<file path="src/rtl/av_write_arbiter.sv">
`timescale 1ns/1ps
// -----------------------------------------------------------------------------
// av_write_arbiter
//
// Two-requester Avalon-MM write arbiter. A debug requester and an MCU
// requester share one registered Avalon-MM write master. While IDLE, a pending
// request is latched into the master registers on the same edge that the FSM
// moves to BUSY. BUSY holds the master strobe, address and data constant until
// the slave accepts (m_av_waitrequest low) or the wait counter reaches
// TIMEOUT_CYCLES. Only in that final cycle does the owning requester see its
// waitrequest drop, so both requesters observe ordinary Avalon write handshakes.
//
// Parameters
//   TIMEOUT_CYCLES  slave-wait cycles before a transfer is aborted (0 = never)
//   PRIORITY_DBG    1: debug wins every tie, 0: round-robin on ties
//
// Ports
//   sysclk, sysreset              clock, synchronous active-high reset
//   dbg_av_address/writedata      debug requester address/data      (in, 16)
//   dbg_av_write                  debug requester write request     (in)
//   dbg_av_waitrequest            debug requester stall             (out)
//   mcu_av_address/writedata      MCU requester address/data        (in, 16)
//   mcu_av_write                  MCU requester write request       (in)
//   mcu_av_waitrequest            MCU requester stall               (out)
//   m_av_address/writedata        shared master address/data, registered (out, 16)
//   m_av_write                    shared master write strobe, registered (out)
//   m_av_waitrequest              slave stall                       (in)
//   grant                         one-hot owner, bit1 debug, bit0 MCU (out, 2)
//   timeout_err                   sticky abort flags, bit1 debug, bit0 MCU (out, 2)
//   err_clear                     clears both timeout_err flags     (in)
// -----------------------------------------------------------------------------
module av_write_arbiter #(
    parameter int unsigned TIMEOUT_CYCLES = 1023,
    parameter bit          PRIORITY_DBG   = 1'b0
) (
    input  logic        sysclk,
    input  logic        sysreset,

    input  logic [15:0] dbg_av_address,
    input  logic [15:0] dbg_av_writedata,
    input  logic        dbg_av_write,
    output logic        dbg_av_waitrequest,

    input  logic [15:0] mcu_av_address,
    input  logic [15:0] mcu_av_writedata,
    input  logic        mcu_av_write,
    output logic        mcu_av_waitrequest,

    output logic [15:0] m_av_address,
    output logic [15:0] m_av_writedata,
    output logic        m_av_write,
    input  logic        m_av_waitrequest,

    output logic [1:0]  grant,
    output logic [1:0]  timeout_err,
    input  logic        err_clear
);

    localparam int          N_REQ        = 2;
    localparam logic [15:0] C_TIMEOUT    = 16'(TIMEOUT_CYCLES);
    localparam logic        C_TIMEOUT_EN = (TIMEOUT_CYCLES != 0);
    localparam logic [15:0] C_CNT_MAX    = 16'hFFFF;

    // Owner encoding doubles as the index into the per-requester vectors,
    // which keeps it aligned with the bit order of grant and timeout_err.
    localparam logic OWNER_MCU = 1'b0;
    localparam logic OWNER_DBG = 1'b1;

    typedef enum logic {
        ST_IDLE = 1'b0,
        ST_BUSY = 1'b1
    } state_t;

    // -------------------------------------------------------------------------
    // State registers and their next values
    // -------------------------------------------------------------------------
    state_t      r_state;
    state_t      w_state_next;
    logic        r_owner;
    logic        w_owner_next;
    logic        r_last_owner;
    logic        w_last_owner_next;
    logic [15:0] r_wait_cnt;
    logic [15:0] w_wait_cnt_next;
    logic [15:0] r_addr;
    logic [15:0] w_addr_next;
    logic [15:0] r_data;
    logic [15:0] w_data_next;
    logic        r_write;
    logic        w_write_next;
    logic [1:0]  r_timeout_err;
    logic [1:0]  w_timeout_err_next;

    // -------------------------------------------------------------------------
    // Requester views gathered into vectors indexed by owner encoding
    // -------------------------------------------------------------------------
    logic [N_REQ-1:0] w_req;
    logic [15:0]      w_req_addr [N_REQ];
    logic [15:0]      w_req_data [N_REQ];

    assign w_req[0]      = mcu_av_write;
    assign w_req[1]      = dbg_av_write;
    assign w_req_addr[0] = mcu_av_address;
    assign w_req_addr[1] = dbg_av_address;
    assign w_req_data[0] = mcu_av_writedata;
    assign w_req_data[1] = dbg_av_writedata;

    // -------------------------------------------------------------------------
    // Transfer termination
    // -------------------------------------------------------------------------
    logic w_busy;
    logic w_done;
    logic w_abort;
    logic w_release;

    assign w_busy  = (r_state == ST_BUSY);
    assign w_done  = w_busy && !m_av_waitrequest;
    // The counter equals the number of stalled BUSY cycles already seen, so
    // the abort fires on the first stalled cycle after TIMEOUT_CYCLES of them.
    assign w_abort = C_TIMEOUT_EN && w_busy && m_av_waitrequest
                     && (r_wait_cnt == C_TIMEOUT);
    // Reset wins over a completion in the same cycle: neither requester may
    // see its handshake finish on an edge that also resets the arbiter.
    assign w_release = (w_done || w_abort) && !sysreset;

    // -------------------------------------------------------------------------
    // Per-requester outputs: waitrequest, grant bit, error set bit
    // -------------------------------------------------------------------------
    logic [N_REQ-1:0] w_waitreq;
    logic [N_REQ-1:0] w_grant;
    logic [N_REQ-1:0] w_err_set;

    generate
        for (genvar gi = 0; gi < N_REQ; gi++) begin : g_req
            logic w_is_owner;
            assign w_is_owner    = (r_owner == 1'(gi));
            // Stall is the default; only the owner's terminating cycle drops it.
            assign w_waitreq[gi] = !(w_release && w_is_owner);
            assign w_grant[gi]   = w_busy && w_is_owner;
            assign w_err_set[gi] = w_abort && w_is_owner;
        end
    endgenerate

    // -------------------------------------------------------------------------
    // Arbitration
    // -------------------------------------------------------------------------
    logic w_winner;

    always_comb begin
        w_winner = OWNER_MCU;
        if (w_req[OWNER_DBG] && w_req[OWNER_MCU]) begin
            // Round-robin tie break hands the bus to whoever did not go last.
            w_winner = PRIORITY_DBG ? OWNER_DBG : ~r_last_owner;
        end else if (w_req[OWNER_DBG]) begin
            w_winner = OWNER_DBG;
        end
    end

    // -------------------------------------------------------------------------
    // Next-state logic
    // -------------------------------------------------------------------------
    always_comb begin
        w_state_next      = r_state;
        w_owner_next      = r_owner;
        w_last_owner_next = r_last_owner;
        w_wait_cnt_next   = r_wait_cnt;
        w_addr_next       = r_addr;
        w_data_next       = r_data;
        w_write_next      = r_write;

        case (r_state)
            ST_IDLE: begin
                w_write_next = 1'b0;
                if (|w_req) begin
                    w_state_next    = ST_BUSY;
                    w_owner_next    = w_winner;
                    w_addr_next     = w_req_addr[w_winner];
                    w_data_next     = w_req_data[w_winner];
                    w_write_next    = 1'b1;
                    w_wait_cnt_next = '0;
                end
            end
            ST_BUSY: begin
                // Address/data stay latched here even if the owner drops its
                // request early; the master transfer always runs to the end.
                if (w_done || w_abort) begin
                    w_state_next      = ST_IDLE;
                    w_write_next      = 1'b0;
                    w_last_owner_next = r_owner;
                end else if (m_av_waitrequest && (r_wait_cnt != C_CNT_MAX)) begin
                    // Saturates so a disabled timeout cannot wrap the count.
                    w_wait_cnt_next = r_wait_cnt + 16'd1;
                end
            end
            default: begin
                w_state_next = ST_IDLE;
                w_write_next = 1'b0;
            end
        endcase

        // A flag being set in the same cycle as a clear stays set.
        w_timeout_err_next = (r_timeout_err & ~{2{err_clear}}) | w_err_set;
    end

    // -------------------------------------------------------------------------
    // State register
    // -------------------------------------------------------------------------
    always_ff @(posedge sysclk) begin
        if (sysreset) begin
            r_state       <= ST_IDLE;
            r_owner       <= OWNER_MCU;
            r_last_owner  <= OWNER_MCU;
            r_wait_cnt    <= '0;
            r_addr        <= '0;
            r_data        <= '0;
            r_write       <= 1'b0;
            r_timeout_err <= '0;
        end else begin
            r_state       <= w_state_next;
            r_owner       <= w_owner_next;
            r_last_owner  <= w_last_owner_next;
            r_wait_cnt    <= w_wait_cnt_next;
            r_addr        <= w_addr_next;
            r_data        <= w_data_next;
            r_write       <= w_write_next;
            r_timeout_err <= w_timeout_err_next;
        end
    end

    // -------------------------------------------------------------------------
    // Outputs
    // -------------------------------------------------------------------------
    assign m_av_address       = r_addr;
    assign m_av_writedata     = r_data;
    assign m_av_write         = r_write;
    assign grant              = w_grant;
    assign timeout_err        = r_timeout_err;
    assign dbg_av_waitrequest = w_waitreq[OWNER_DBG];
    assign mcu_av_waitrequest = w_waitreq[OWNER_MCU];

    // -------------------------------------------------------------------------
    // Design invariants
    // -------------------------------------------------------------------------
    a_grant_onehot: assert property (@(posedge sysclk) $onehot0(grant));

    a_release_only_busy: assert property (@(posedge sysclk)
        (!dbg_av_waitrequest || !mcu_av_waitrequest) |-> (r_state == ST_BUSY));

    a_busy_holds: assert property (@(posedge sysclk)
        (!sysreset && (r_state == ST_BUSY) && !w_release)
        |=> (r_write && $stable(r_addr) && $stable(r_data)));

endmodule

</file>
<file path="config.mk">
export PLATFORM = sky130hd
export DESIGN_NAME = av_write_arbiter
export DESIGN_NICKNAME = d
export VERILOG_FILES = /design/src/rtl/av_write_arbiter.sv
export SDC_FILE = /design/constraint.sdc
export NUM_CORES = 1
export LEC_CHECK = 0
export BUFFER_PORTS_ARGS = -buffer_cell sky130_fd_sc_hd__buf_4
export CORE_ASPECT_RATIO = 1.2
export CORE_UTILIZATION = 54
export CTS_BUF_LIST = sky130_fd_sc_hd__clkbuf_4
export DETAILED_ROUTE_END_ITERATION = 12
export GPL_TIMING_DRIVEN = 0
export HOLD_SLACK_MARGIN = 0.12
export MAX_ROUTING_LAYER = met4
export PLACE_DENSITY = 0.85
export SLEW_MARGIN = 20
export SYNTH_ARGS = -nofsm -noshare
export SYNTH_HDL_FRONTEND = slang
export SYNTH_SLANG_ARGS = --single-unit
</file>
<file path="constraint.sdc">
create_clock -name sysclk -period 5.6 [get_ports sysclk]
set_input_delay 1.12 -clock sysclk [delete_from_list [all_inputs] [get_ports sysclk]]
set_output_delay 1.12 -clock sysclk [all_outputs]
set_load 0.01 [all_outputs]
</file>
==> results.sh <==
export IMPL_outcome="finished, final reports clean"
export IMPL_wl_per_cell_um=16.23
export IMPL_port_buffers=107
export IMPL_finalSetupTns_ns=0
export IMPL_cts_tree="done"
export IMPL_critical_path_class="in2out"
export IMPL_core_region_area_mm2=0.004696
export IMPL_vias=2796
export IMPL_yosysWarnings=0
export IMPL_max_freq_ghz=0.2608
export IMPL_netlist_instances=305
export IMPL_num_rows=27
export IMPL_fin_ws_ns=1.765
export IMPL_diodes=0
export IMPL_initial_core_util=0.5755
export IMPL_timing_slew_headroom=0.6548
export IMPL_fill_cells=347
export IMPL_cts_made_buffers=5
export IMPL_skew_ns=0.01021
export IMPL_rsz0062_at_grt="false"
export IMPL_hold_end="timeout_err[0]"
export IMPL_setup_viol=0
export IMPL_postSynth_asyncResetShare=0
export IMPL_clock_latency_ns=0.37
export IMPL_die_h_um=79.50
export IMPL_ff2ff_setup_slack_ns=3.35
export IMPL_synth_edf_count=0
export IMPL_critical_path_required_ns=4.48
export IMPL_busiest_layer="met2"
export IMPL_synth_area_mm2=0.002703
export IMPL_io_pins=109
export IMPL_routabilityCongestion=0.8883
export IMPL_antenna_found_initial=0
export IMPL_grt_start_max_net_pins=16
export IMPL_synthToLayoutAreaGrowth_pct=34.35
export IMPL_r2r_start="r_wait_cnt[0]"
export IMPL_hold_path_class="reg2reg"
export IMPL_post_dp_hpwl_um=5915
export IMPL_post_cts_buffers=0
export IMPL_final_max_slew_viol_count=0
export IMPL_cts_resized=0
export IMPL_fin_hold_ws_ns=0.5058
export IMPL_min_period_ns=3.835
export IMPL_reg2regPathDepth=7
export IMPL_place_ws_ns=1.797
export IMPL_grt_pass1_vias=2674
export IMPL_layout_drive_gt1_share=0.3126
export IMPL_max_cap_violations=0
export IMPL_cts_root_buf="clkbuf_4"
export IMPL_path_max_fanout=9
export IMPL_grtUsageTotal=0.3068
export IMPL_regArea_mm2=0.001081
export IMPL_mappedNetlistNets=376
export IMPL_grt_pass1_wl_um=12310
export IMPL_min_path_cells=2
export IMPL_worst_pin_slew_ns=0.5179
export IMPL_cts_hold_buf=0
export IMPL_p_leak_nw=1.510
export IMPL_r2r_end="r_wait_cnt[14]"
export IMPL_viasPerCell=5.862
export IMPL_met1_usage=0.3472
export IMPL_met2_usage=0.5212
export IMPL_ys_seq_elements=54
export IMPL_dr_pass1_iters=5
export IMPL_die_area_mm2=0.005293
export IMPL_clock_sinks=54
export IMPL_drt_iter0_drc=211
export IMPL_drc_errors=0
export IMPL_wirelength_um=7741
export IMPL_p_per_area_mw_per_mm2=220.2
export IMPL_min_from="timeout_err[0]"
export IMPL_htreeDepth=2
export IMPL_finalHoldViolCount=0
export IMPL_startpoint_type="input port"
export IMPL_ys_flop_type="dfxtp_1"
export IMPL_fin_nets=490
export IMPL_final_antenna_net_count=0
export IMPL_use_met3=0.07143
export IMPL_gr_total_overflow=0
export IMPL_min_period_over_period=0.6848
export IMPL_cp_end_kind="output port"
export IMPL_clk_path_buf_depth=2
export IMPL_crit_arrival_ns=2.71
export IMPL_die_w_um=66.58
export IMPL_path_clk_slew_ns=0.15
export IMPL_yosysUniqueCellTypes=48
export IMPL_avgSynthCellArea_um2=8.861
export IMPL_multi_input_area_mm2=0.001493
export IMPL_synth_seq_area_share=0.4000
export IMPL_ir_worst_vdd_uv=116.4
sequential cells by signal (all words and copies together) (netlist names):
signal and cells:
m_av_address 16, m_av_writedata 16, r_wait_cnt 16, timeout_err 2, g_req.w_is_owner 1, m_av_write 1
r_last_owner 1, r_state 1
placed cells by master (no fill, tap or decap), drive strengths merged, types with 6 or more instances in the layout:
cell,Yosys,final
a211oi,32,32
buf,7,114
clkbuf,16,22
dfxtp,54,54
inv,8,8
mux2i,33,33
nand2,13,13
nand2b,6,6
nand3,7,7
nand4,6,6
nand4b,7,7
nor2,51,51
nor3,6,6
o21ai,10,10
o311ai,7,7
worst max-delay path: stages:
cell and delay [ns]:
buf_4 0.10, nand2_1 0.10, or4b_4 0.57, o22ai_4 0.27, or3b_1 0.39, buf_4 0.16
metal layers:
layer / wire length [um] / up-vias
met5: 0 / -
met4: 162 / 0
met3: 495 / 19
met2: 4035 / 131
met1: 3048 / 1299
li1: - / 1347
Yosys cell counts (5+ instances only):
| cell type | number | share of area |
|---|---|---|
| a211oi_1 | 32 | 0.089 |
| nor2_1 | 50 | 0.069 |
| nand3_1 | 6 | 0.011 |
| mux2i_1 | 33 | 0.12 |
| dfxtp_1 | 54 | 0.40 |
| or3_1 | 5 | 0.012 |
| nand4b_1 | 7 | 0.023 |
| inv_1 | 8 | 0.011 |
| nand4_1 | 6 | 0.014 |
| o21ai_0 | 9 | 0.017 |
| nand2_1 | 13 | 0.018 |
| nor3_1 | 6 | 0.011 |
| nand2b_1 | 6 | 0.014 |
| clkbuf_1 | 16 | 0.022 |
how the worst max path moves through the flow:
stage	start	end	slack (ns)	cells after the start
detailed placement	m_av_waitrequest	mcu_av_waitrequest	1.80	6
CTS	m_av_waitrequest	mcu_av_waitrequest	1.78	6
finish	m_av_waitrequest	mcu_av_waitrequest	1.77	6
global placement	m_av_waitrequest	mcu_av_waitrequest	1.82	6
global route	m_av_waitrequest	mcu_av_waitrequest	1.70	6
floorplan	m_av_waitrequest	mcu_av_waitrequest	2.12	4
stage by stage:
| stage | area [um^2] | utilization | cells | total power [mW] |
|---|---|---|---|---|
| finish | 3631 | 0.7732 | 477 | 0.7995 |
| global route | 3631 | 0.7732 | 477 | 0.8359 |
| CTS | 3631 | 0.7732 | 477 | 0.8041 |
| detailed placement | 3578 | 0.7621 | 470 | 0.6347 |
| global placement | 3578 | 0.7621 | 470 | 0.6277 |
| floorplan | 2703 | - | 305 | 0.5301 |
logic make-up (layout without fill, tap and decap cells):
kind of cell | after synthesis | count (layout) | synth area share
flip-flops | 54 | 54 | 0.4000
adder cells (fa/ha/maj) | 1 | 1 | 0.004629
multiplexers | 33 | 33 | 0.1222
AND/OR/NAND/NOR | 117 | 117 | 0.2287
AO/OA/AOI/OAI | 69 | 69 | 0.1968
buffers and inverters | 31 | 145 | 0.04769
report_power, final:
part | total [mW] | internal, mW | leakage [nW] | switching, mW
clock network | 0.173 | 0.0521 | 0.0278 | 0.121
logic | 0.201 | 0.0993 | 1.04 | 0.101
registers | 0.426 | 0.411 | 0.444 | 0.0153
total | 0.800 | 0.562 | 1.51 | 0.237
layout make-up:
type,count,area share
Clock inverter,1,0.002068
Buffer,23,0.02722
Sequential cell,54,0.2977
Inverter,8,0.008270
Timing Repair Buffer,107,0.2212
Clock buffer,6,0.01241
Tap cell,58,0.01999
Multi-Input combinational cell,220,0.4111
Power figures use the tool's default switching activity.
